`config.mk`:
```
export PLATFORM = sky130hd
export DESIGN_NAME = ser_rx_deser
export DESIGN_NICKNAME = d
export VERILOG_FILES = /design/src/rtl/ser_rx_deser.sv
export SDC_FILE = /design/constraint.sdc
export NUM_CORES = 1
export LEC_CHECK = 0
export ABC_AREA = 1
export CAP_MARGIN = 20
export CORE_MARGIN = 2
export CORE_UTILIZATION = 35
export CTS_BUF_LIST = sky130_fd_sc_hd__clkbuf_2 sky130_fd_sc_hd__clkbuf_4 sky130_fd_sc_hd__clkbuf_8
export CTS_CLUSTER_DIAMETER = 30
export DETAILED_ROUTE_END_ITERATION = 10
export PLACE_DENSITY = 0.68
export SYNTH_ARGS = -nofsm -noshare
export SYNTH_HDL_FRONTEND = slang
export SYNTH_SLANG_ARGS = --single-unit
export TNS_END_PERCENT = 20
```
`constraint.sdc`:
```
create_clock -name clk -period 3.8 [get_ports clk]
set_clock_uncertainty 0.15 [all_clocks]
set_input_delay 0.57 -clock clk [delete_from_list [all_inputs] [get_ports clk]]
set_output_delay 0.57 -clock clk [all_outputs]
set_load 0.02 [all_outputs]
```
`src/rtl/ser_rx_deser.sv`:
```
// ser_rx_deser: serial-to-parallel frame receiver.
// Frame: start (0), WIDTH data bits (LSB- or MSB-first), optional even
// parity bit, stop (1). Bits are sampled only on the external bit_tick
// strobe. Completed words are presented on a registered valid/ready
// interface. frame_err is a one-cycle pulse and overrun is a sticky flag.
// Optional feature macro: SER_RX_PARITY_EN (adds an even-parity bit
// between the data bits and the stop bit).

module ser_rx_deser #(
  parameter int WIDTH = 4
) (
  input  logic             clk,
  input  logic             rstn,
  input  logic             bit_tick,
  input  logic             ser_in,
  input  logic             lsb_first,
  input  logic             rx_ready,
  input  logic             err_clr,
  output logic [WIDTH-1:0] rx_data,
  output logic             rx_valid,
  output logic             frame_err,
  output logic             overrun,
  output logic             busy
);

  localparam int CNT_W = (WIDTH > 2) ? $clog2(WIDTH) : 1;
  localparam logic [CNT_W-1:0] LAST_BIT = CNT_W'(WIDTH - 1);

  // S_PARITY is only reachable when the parity feature is compiled in.
  typedef enum logic [1:0] {
    S_IDLE   = 2'd0,
    S_DATA   = 2'd1,
    S_PARITY = 2'd2,
    S_STOP   = 2'd3
  } state_e;

  state_e state_q, state_d;

  logic [CNT_W-1:0] cnt_q, cnt_d;
  logic             lsb_q, lsb_d;
  logic [WIDTH-1:0] shreg_q, shreg_d;
  logic [WIDTH-1:0] rx_data_q, rx_data_d;
  logic             rx_valid_q, rx_valid_d;
  logic             frame_err_q, frame_err_d;
  logic             overrun_q, overrun_d;
  logic             par_err_q, par_err_d;

  // Control strobes decoded from the current state and the bit tick.
  logic start_ev;
  logic shift_en;
  logic par_en;
  logic stop_ev;
  logic word_ok;
  logic load;
  logic drop;
  logic consume;

  // State register.
  always_ff @(posedge clk or negedge rstn) begin
    if (!rstn) begin
      state_q <= S_IDLE;
    end else begin
      state_q <= state_d;
    end
  end

  // Next-state logic: the FSM only advances on bit_tick.
  always_comb begin
    state_d = state_q;
    if (bit_tick) begin
      unique case (state_q)
        S_IDLE: begin
          if (!ser_in) state_d = S_DATA;
        end
        S_DATA: begin
          if (cnt_q == LAST_BIT) begin
`ifdef SER_RX_PARITY_EN
            state_d = S_PARITY;
`else
            state_d = S_STOP;
`endif
          end
        end
        S_PARITY: state_d = S_STOP;
        S_STOP:   state_d = S_IDLE; // a low stop bit never re-arms a start
        default:  state_d = S_IDLE;
      endcase
    end
  end

  // Output decode: per-cycle strobes that steer the datapath.
  always_comb begin
    // NOTE: every signal driven here gets a default first so no path can
    // leave it unassigned and infer a latch.
    start_ev = bit_tick && (state_q == S_IDLE) && !ser_in;
    shift_en = bit_tick && (state_q == S_DATA);
    par_en   = bit_tick && (state_q == S_PARITY);
    stop_ev  = bit_tick && (state_q == S_STOP);
    word_ok  = ser_in && !par_err_q;
    load     = 1'b0;
    drop     = 1'b0;
    consume  = 1'b0;
    if (stop_ev && word_ok) begin
      if (!rx_valid_q || rx_ready) load = 1'b1;
      else                         drop = 1'b1;
    end else if (rx_valid_q && rx_ready) begin
      consume = 1'b1;
    end
    busy = (state_q != S_IDLE);
  end

  // Datapath next-state: counter, shift register, delivery and error flags.
  always_comb begin
    cnt_d       = cnt_q;
    lsb_d       = lsb_q;
    shreg_d     = shreg_q;
    rx_data_d   = rx_data_q;
    rx_valid_d  = rx_valid_q;
    frame_err_d = stop_ev && !word_ok;
    overrun_d   = overrun_q;
    par_err_d   = par_err_q;

    // Bit order is frozen at the start bit; later lsb_first edges are ignored.
    if (start_ev) begin
      cnt_d = '0;
      lsb_d = lsb_first;
    end

    if (shift_en) begin
      if (lsb_q) shreg_d = {ser_in, shreg_q[WIDTH-1:1]};
      else       shreg_d = {shreg_q[WIDTH-2:0], ser_in};
      cnt_d = cnt_q + 1'b1;
    end

`ifdef SER_RX_PARITY_EN
    // Even parity over the data bits and the parity bit; the verdict is held
    // until the stop tick so the frame still finishes on time.
    if (start_ev) par_err_d = 1'b0;
    if (par_en)   par_err_d = (^shreg_q) ^ ser_in;
`else
    par_err_d = 1'b0;
`endif

    if (load) begin
      rx_data_d  = shreg_q;
      rx_valid_d = 1'b1;
    end else if (consume) begin
      rx_valid_d = 1'b0;
    end

    // A fresh overrun beats a simultaneous clear.
    if (drop)         overrun_d = 1'b1;
    else if (err_clr) overrun_d = 1'b0;
  end

  // Datapath registers.
  always_ff @(posedge clk or negedge rstn) begin
    // NOTE: sequential state uses non-blocking assignments so every register
    // samples the pre-edge values regardless of statement order.
    if (!rstn) begin
      cnt_q       <= '0;
      lsb_q       <= 1'b0;
      shreg_q     <= '0;
      rx_data_q   <= '0;
      rx_valid_q  <= 1'b0;
      frame_err_q <= 1'b0;
      overrun_q   <= 1'b0;
      par_err_q   <= 1'b0;
    end else begin
      cnt_q       <= cnt_d;
      lsb_q       <= lsb_d;
      shreg_q     <= shreg_d;
      rx_data_q   <= rx_data_d;
      rx_valid_q  <= rx_valid_d;
      frame_err_q <= frame_err_d;
      overrun_q   <= overrun_d;
      par_err_q   <= par_err_d;
    end
  end

  assign rx_data   = rx_data_q;
  assign rx_valid  = rx_valid_q;
  assign frame_err = frame_err_q;
  assign overrun   = overrun_q;

endmodule

```
# Word level (Yosys, flattened, before mapping)
# Index checks and enable logic that the tools add are counted.
dict set report word_totals {
  out_inout_bits 8
  elab_cells 47
  in_bits 7
  register_bits 16
}
dict set report classes {
  n_eq_ne 6
  n_reduce_logical 16
  n_addsub 1
  mux 16
}
# op n
set op_table {}
lappend op_table {{1-bit 2-to-1 mux} 10}
lappend op_table {{2-bit 2-to-1 mux} 4}
lappend op_table {{2-bit case mux with 4 select lines} 1}
lappend op_table {{2-bit nonzero test} 4}
lappend op_table {{1-bit logical AND} 7}
lappend op_table {{2-bit equality test (second input constant)} 3}
lappend op_table {{4-bit 2-to-1 mux} 1}
lappend op_table {{2-bit != test (second input constant)} 2}
lappend op_table {{3-bit AND reduction} 1}
lappend op_table {{2-bit by 1-bit adder with 2-bit output (second input constant)} 1}
lappend op_table {{2-bit by 1-bit equality test with 1-bit output (second input constant)} 1}
lappend op_table {{1-bit zero test} 2}
lappend op_table {{2-bit zero test} 1}
lappend op_table {{1-bit logical OR} 1}

# Depth between registers and ports, before layout
# Gate-level depths: netlist (run 1).
dict set report depth {
  depth_word 6
  ltp_mapped 6
  depth_no_buf 6
}

# Worst setup path before layout (run 1)
# Ideal clock, no wire load.
dict set report synth_timing {
  path_type {register to output}
  startpoint {reg state_q[0]}
  endpoint {out busy}
  required_ns 3.080
  arrival_ns 0.766
  slack_ns 2.314
  stages_incl_launch_ff 4
  path_buffers 0
  cell_sequence {dfrtp_1 inv_1 ha_1 inv_1}
}
dict set report synth_between {
  elab_chain_len 1
}
# item line_no
set synth_lines {}
lappend synth_lines {{start: declaration} 37} ;# state_e state_q, state_d;
lappend synth_lines {{start signal: assignment} 63} ;# state_q <= state_d;
lappend synth_lines {{2-bit nonzero test} 109} ;# busy = (state_q != S_IDLE);
lappend synth_lines {{end: declaration} 23} ;# output logic busy
# Every way passes these cells.

# Worst setup path after layout (run 1)
# Same ends and word-level chain as after synthesis.

==> results_tabular.tex, run 1 <==
\begin{tabular}{lr}
\hline
Metric & Value \\
\hline
\multicolumn{2}{l}{\textbf{Clocking}} \\
\quad Clock H-tree levels & 1 \\
\quad Total number of clock tree sinks & 16 \\
\quad Clock tree from TritonCTS & built \\
\quad Resized Gates After CTS & 0 \\
\quad Clock-pin transition on the worst setup and hold timing paths & roughly 0.090 ns \\
\quad Hold-fix buffer count after cts & 0 \\
\quad Number of buffers added by the clock tree synthesis step & 3 \\
\quad Number of buffers inserted by post-CTS setup repair & 0 \\
\quad Worst skew pair latency & 0.29 ns \\
\quad Maximum buffer depth of the clock tree & 2 \\
\quad Clock tree root driver cell & clkbuf\_4 \\
\multicolumn{2}{l}{\textbf{Power and ir drop}} \\
\quad Maximum ir drop on the vdd rail & 0.000354 V \\
\quad Share of total power in combinational logic & 43.5\% \\
\quad Clk pwr share & between 10\% and 20\% \\
\quad Net switching component of the power & 0.269 mW \\
\quad Power density over the cells & $\sim$680 mW/mm\^{}2 \\
\quad LEAKAGE & roughly 0.52 nW \\
\quad Sequential share of power & around 43\% \\
\quad Internal power & 0.401 mW \\
\quad Total design power & 0.671 mW \\
\quad Fraction of power spent switching nets & $\sim$40\% \\
\multicolumn{2}{l}{\textbf{Global route}} \\
\quad First-pass GRT wire length & 2190 microns \\
\quad Total global routing track utilization & between 10\% and 20\% \\
\quad Maximum number of pins on one net before global-route repair & 17 \\
\quad Aggregate global routing overflow & 0 \\
\quad Number of global-route vias before repair & 532 \\
\quad Number of antenna violations at the first check in global routing & 0 \\
\multicolumn{2}{l}{\textbf{Cells and area}} \\
\quad Total non-filler cell area in the finished layout & 983 sq um \\
\quad Layout overhead on the synthesized area & 22.6\% \\
\quad ANT cells & 0 \\
\quad Share of layout cells above drive strength 1 & under 10\% \\
\quad Area taken by flip-flops and latches & 400 sq um \\
\quad Area of combinational cells with multiple inputs & 340 sq um \\
\quad Filler instances & 213 \\
\quad Layout Cells excl Fill & 137 \\
\quad Final cell utilization of the core & 44.9\% \\
\quad Final Net Count & 122 \\
\multicolumn{2}{l}{\textbf{Floorplanning}} \\
\quad Effective utilization at floorplan & 36.6\% \\
\quad Die Area & 0.00269 sq mm \\
\quad Area of the core & 0.00219 sq mm \\
\quad Die X & 51.9 microns \\
\quad Die Height & 51.9 microns \\
\quad Core Rows & 17 \\
\quad Count of pins on the block boundary & 15 \\
\multicolumn{2}{l}{\textbf{Setup path}} \\
\quad Highest net fanout along the worst path & 4 \\
\quad WP buf/inv & 3 \\
\quad Required time at the worst-slack endpoint & 3.08 ns \\
\quad Critical Path Max Stage Delay & 0.59 ns \\
\quad Cell seen most often among critical-path stages & inv\_1 \\
\quad Kind of cell with the highest combined delay on the critical path & buffers and inverters \\
\quad Library cell contributing the largest single delay on the critical path & clkdlybuf4s50\_1 \\
\quad Crit path arrival time & roughly 1.6 ns \\
\quad Nature of the critical path endpoint & output port \\
\quad Setup Crit Path Kind & reg -> out \\
\quad Critical Path, Cell by Cell & inv\_1, ha\_1, inv\_1, clkdlybuf4s50\_1 \\
\quad Sort of element at the start of the critical path & register \\
\multicolumn{2}{l}{\textbf{Synth}} \\
\quad Synth Warn \# & 0 \\
\quad Synthesized area & 802 sq um \\
\quad Commonest cells post-synth & nand2\_1, dfrtp\_1, inv\_1 \\
\quad Share of synthesized flip-flops with an asynchronous set or reset & between 90\% and 100\% \\
\quad Number of flip-flops and latches in the synthesized netlist & 16 \\
\quad Share of the yosys chip area belonging to registers & 49.9\% \\
\quad Dominant synthesized flop cell & dfrtp\_1 \\
\quad Distinct cells, synth & 16 \\
\quad Largest area contributor in the netlist & dfrtp\_1 \\
\quad Top cell type's share of synthesized area & about half \\
\quad Post-synthesis area per instance & 8.53 sq um \\
\quad Main area contributors after synthesis & dfrtp\_1, nand2\_1, ha\_1 \\
\quad Net count after synthesis & 105 \\
\quad EDFF count, synth & 0 \\
\quad Count of mapped cells out of synthesis & 94 \\
\quad Most frequent cell after synthesis & nand2\_1 \\
\multicolumn{2}{l}{\textbf{STA}} \\
\quad Worst hold margin & 0.324 ns \\
\quad Hold violation total from the final report & 0 \\
\quad Final setup viols & 0 \\
\quad Worst-margin pin slew & 0.729 ns \\
\quad Worst-case headroom to the max-slew limit & 51.3\% \\
\quad Time the worst path needs with I/O delays and setup & around 2.3 ns \\
\quad Unrepaired setup endpoints after global routing & false \\
\quad Final Worst Setup Slack & 1.47 ns \\
\quad Number of pins exceeding their max-slew limit in the final report & 0 \\
\quad Total Neg Setup Slack & 0 ns \\
\quad Period utilization & 61.2\% \\
\quad Fmax & roughly 430 MHz \\
\multicolumn{2}{l}{\textbf{Placed design}} \\
\quad Post-placement setup slack & around 1.8 ns \\
\quad Final weighted congestion of routability-driven global placement & 0.739 \\
\quad Detailed-placement wirelength estimate & 1020 microns \\
\quad DP Cell Count & 134 \\
\quad Count of input and output buffers & 14 \\
\quad DP Area & around 960 sq um \\
\multicolumn{2}{l}{\textbf{Drt}} \\
\quad Via/cell ratio & 4.53 \\
\quad First-pass DRT Iterations & 4 \\
\quad Final wirelength & 1320 microns \\
\quad Remaining DRCs & 0 \\
\quad Detailed-route wire length per cell & 9.65 microns \\
\quad Drt initial violations & 11 \\
\quad Count of antenna-violating nets left after detailed routing & 0 \\
\quad Via total after detailed routing & 620 \\
\multicolumn{2}{l}{\textbf{Flow run}} \\
\quad Max capacitance violation total & 0 \\
\multicolumn{2}{l}{\textbf{Min path}} \\
\quad Worst min-delay path class & reg -> reg \\
\multicolumn{2}{l}{\textbf{Status}} \\
\quad Status & complete, no violations \\
\hline
\end{tabular}
cells in the final DEF, fill, tap and decap left out, drive strengths merged:
cell type	count
ha	4
clkbuf	3
nand4	2
or2	1
inv	12
dfrtp	16
nor2	4
nand2	39
clkdlybuf4s50	14
nand3	9
o22ai	1
o21ai	4
sequential cells by signal (all words and copies together) (netlist names):
signal and flops:
rx_data 4, rx_valid 1, shreg_q 4, cnt_q 2
frame_err 1, lsb_q 1, state_q 2, overrun 1
layout make-up:
cell class	instances	share of cell area, %
multi-input cells	64	34.6
inverters	12	4.58
flip-flops and latches	16	40.7
repair buffers	14	14.2
well taps	28	3.56
clock buffers	3	2.29
cells by family after synthesis:
kind of cell               after synthesis  synth area share (%)
DFF                                     16                  49.9
AOI/OAI and AO/OA                        5                  3.28
adders and majority gates                4                  6.24
and+or+nand+nor                         55                  32.9
buffers and inverters                   14                  7.64
power groups by stage:
stage / registers [mW] / logic, mW / clock network [mW]
6_report: 0.291 / 0.292 / 0.0882
5_1_grt: 0.304 / 0.329 / 0.101
4_1_cts: 0.290 / 0.297 / 0.0954
3_5_place_dp: 0.294 / 0.296 / 0
3_3_place_gp: 0.289 / 0.287 / 0
2_1_floorplan: 0.305 / 0.182 / 0
tightest hold or removal path, stage by stage, from the launching register on:
cell     delay (ns)
dfrtp_1        0.35
nand2_1        0.05
nand2_1        0.04
routing by layer:
| layer | up-vias | wire length [microns] | GRT usage, % |
|---|---|---|---|
| li1 | 322 | - | - |
| met1 | 279 | 625 | 13.5 |
| met2 | 14 | 567 | 17.7 |
| met3 | 5 | 79 | 3.74 |
| met4 | 0 | 50 | 10.5 |
| met5 | - | 0 | 0 |
worst paths after layout:
| kind | depth (start not counted) | to | start | slack [ns] |
|---|---|---|---|---|
| hold reg to reg | 2 | rx_data[2]$_DFFE_PN0P_ | rx_data[2]$_DFFE_PN0P_ | 0.32 |
| max in group asynchronous | 1 | state_q[0]$_DFFE_PN0P_ | rstn | 2.48 |
| hold / removal | 2 | rx_data[2]$_DFFE_PN0P_ | rx_data[2]$_DFFE_PN0P_ | 0.32 |
| min in group asynchronous | 1 | rx_data[1]$_DFFE_PN0P_ | rstn | 0.56 |
| setup / recovery | 4 | busy | state_q[0]$_DFFE_PN0P_ | 1.47 |
| setup reg to reg | 5 | cnt_q[0]$_DFFE_PN0P_ | state_q[1]$_DFFE_PN0P_ | 2.49 |
Note: power is estimated with default switching activity, not from simulation.
==> run 2: changes to the inputs <==
- clock period: 3.8 -> 2.2 ns (I/O delays scaled with it)
==> results_tabular.tex, run 2 (same netlist as run 1, synthesis figures left out) <==
\begin{tabular}{lr}
\hline
Metric & Value \\
\hline
\multicolumn{2}{l}{\textbf{Clocking}} \\
\quad Resized Gates After CTS & 0 \\
\quad Clock-pin transition on the worst setup and hold timing paths & $\sim$0.09 ns \\
\quad Number of buffers added by the clock tree synthesis step & 3 \\
\quad Maximum buffer depth of the clock tree & 2 \\
\quad Worst skew pair latency & 0.28 ns \\
\quad Hold-fix buffer count after cts & 0 \\
\quad Total number of clock tree sinks & 16 \\
\quad Number of buffers inserted by post-CTS setup repair & 0 \\
\quad Clock tree from TritonCTS & built \\
\quad Clock H-tree levels & 1 \\
\quad Clock tree root driver cell & clkbuf\_4 \\
\multicolumn{2}{l}{\textbf{Cells and area}} \\
\quad Area taken by flip-flops and latches & around 400 sq um \\
\quad Share of layout cells above drive strength 1 & around 8.2\% \\
\quad Layout overhead on the synthesized area & 23.6\% \\
\quad Top library cells by usage in the layout, fill and taps aside & nand2\_1, dfrtp\_1, clkdlybuf4s50\_1 \\
\quad Filler instances & 212 \\
\quad Area of combinational cells with multiple inputs & 340 sq um \\
\quad ANT cells & 0 \\
\quad Commonest non-fill, non-tap cell in the layout & nand2\_1 \\
\quad Layout Cells excl Fill & 138 \\
\quad Final Net Count & 123 \\
\multicolumn{2}{l}{\textbf{Drt}} \\
\quad Detailed-route wire length per cell & 9.55 microns \\
\quad Via total after detailed routing & about 640 \\
\quad Final wirelength & $\sim$1300 microns \\
\quad Drt initial violations & 6 \\
\quad First-pass DRT Iterations & 4 \\
\quad Via/cell ratio & approximately 4.6 \\
\quad Count of antenna-violating nets left after detailed routing & 0 \\
\quad Remaining DRCs & 0 \\
\multicolumn{2}{l}{\textbf{Floorplanning}} \\
\quad Area of the core & 0.00219 sq mm \\
\quad Effective utilization at floorplan & 36.6\% \\
\quad Core Rows & 17 \\
\quad Die X & 51.9 microns \\
\quad Die Height & 51.9 microns \\
\quad Die Area & 0.00269 sq mm \\
\quad Count of pins on the block boundary & 15 \\
\multicolumn{2}{l}{\textbf{Setup path}} \\
\quad Highest net fanout along the worst path & 4 \\
\quad Sort of element at the start of the critical path & register \\
\quad Logic depth of the worst register-to-register path & 6 \\
\quad Nature of the critical path endpoint & output port \\
\quad Crit path arrival time & 1.61 ns \\
\quad Slack of the worst reg-to-reg path & 0.89 ns \\
\quad Setup Crit Path Kind & reg -> out \\
\quad Required time at the worst-slack endpoint & between 1.5 and 2 ns \\
\quad Destination of the worst register-to-register timing path & rx\_data[0]\$\_DFFE\_PN0P\_ \\
\quad Launching point of the worst reg2reg path & state\_q[0]\$\_DFFE\_PN0P\_ \\
\multicolumn{2}{l}{\textbf{STA}} \\
\quad Number of pins exceeding their max-slew limit in the final report & 0 \\
\quad Worst-margin pin slew & 0.343 ns \\
\quad Total Neg Setup Slack & 0 ns \\
\quad Hold violation total from the final report & 0 \\
\quad Period utilization & 95.0\% \\
\quad Fmax & 478 MHz \\
\quad Worst hold margin & 0.209 ns \\
\quad Unrepaired setup endpoints after global routing & false \\
\quad Time the worst path needs with I/O delays and setup & approximately 2.1 ns \\
\quad Worst-case headroom to the max-slew limit & 77.0\% \\
\quad Final setup viols & 0 \\
\multicolumn{2}{l}{\textbf{Min path}} \\
\quad Worst min-delay path class & in -> async \\
\multicolumn{2}{l}{\textbf{Global route}} \\
\quad Maximum number of pins on one net before global-route repair & 17 \\
\quad Number of antenna violations at the first check in global routing & 0 \\
\quad Number of global-route vias before repair & between 500 and 600 \\
\quad Total global routing track utilization & 12.3\% \\
\quad Aggregate global routing overflow & 0 \\
\quad First-pass GRT wire length & 2390 microns \\
\multicolumn{2}{l}{\textbf{Flow run}} \\
\quad Max capacitance violation total & 0 \\
\multicolumn{2}{l}{\textbf{Power and ir drop}} \\
\quad Maximum ir drop on the vdd rail & 0.000566 V \\
\quad LEAKAGE & 0.526 nW \\
\quad Power density over the cells & around 1200 mW/mm\^{}2 \\
\multicolumn{2}{l}{\textbf{Placed design}} \\
\quad Detailed-placement wirelength estimate & 1010 microns \\
\quad Final weighted congestion of routability-driven global placement & 0.739 \\
\quad Count of input and output buffers & 14 \\
\quad DP Cell Count & between 100 and 150 \\
\multicolumn{2}{l}{\textbf{Status}} \\
\quad Status & complete, no violations \\
\hline
\end{tabular}
[run 2: cell types whose count changed in the layout (fill, tap and decap cells not counted)]
cell,before,now
buf_4,0,1
[run 2: worst max-delay path by stage]
stage / startpoint / cells past startpoint / endpoint
floorplan: state_q[0]$_DFFE_PN0P_ / 3 / busy
global placement: state_q[0]$_DFFE_PN0P_ / 4 / busy
detailed placement: state_q[0]$_DFFE_PN0P_ / 4 / busy
CTS: state_q[0]$_DFFE_PN0P_ / 4 / busy
global route: state_q[0]$_DFFE_PN0P_ / 4 / busy
finish: state_q[0]$_DFFE_PN0P_ / 4 / busy
[run 2: routing by layer]
metal  track usage (%)  vias up  routed length [microns]
met5                 0        -                        0
met4              10.1        0                       40
met3              2.87        5                      106
met2              18.4       22                      586
met1              14.8      281                      585
li1                  -      330                        -
[run 2: cell type report]
type                            instances  share of cell area [%]
Multi-Input combinational cell         64                    34.3
Clock buffer                            3                    2.27
Sequential cell                        16                    40.4
Tap cell                               28                    3.54
Inverter                               12                    4.55
Timing Repair Buffer                   15                    14.9
[run 2: power by group]
| part | switching, mW | internal [mW] |
|---|---|---|
| clock network | 0.0889 | 0.0636 |
| logic | 0.283 | 0.222 |
| registers | 0.0930 | 0.408 |
[run 2: critical path, stage by stage, from the launching register on]
cell and delay (ns):
dfrtp_1 0.41, inv_1 0.06, ha_1 0.22, inv_1 0.06, clkdlybuf4s50_1 0.59
[run 2: metrics by stage]
step                utilization (%)  cell area (sq um)  setup slack [ns]  power, mW
global route                   45.2                991           0.00170       1.27
CTS                            45.2                991            0.0972       1.17
floorplan                         -                802             0.954      0.841
detailed placement             44.2                968             0.424       1.02
finish                         45.2                991             0.110       1.16
global placement               44.2                968             0.454      0.997
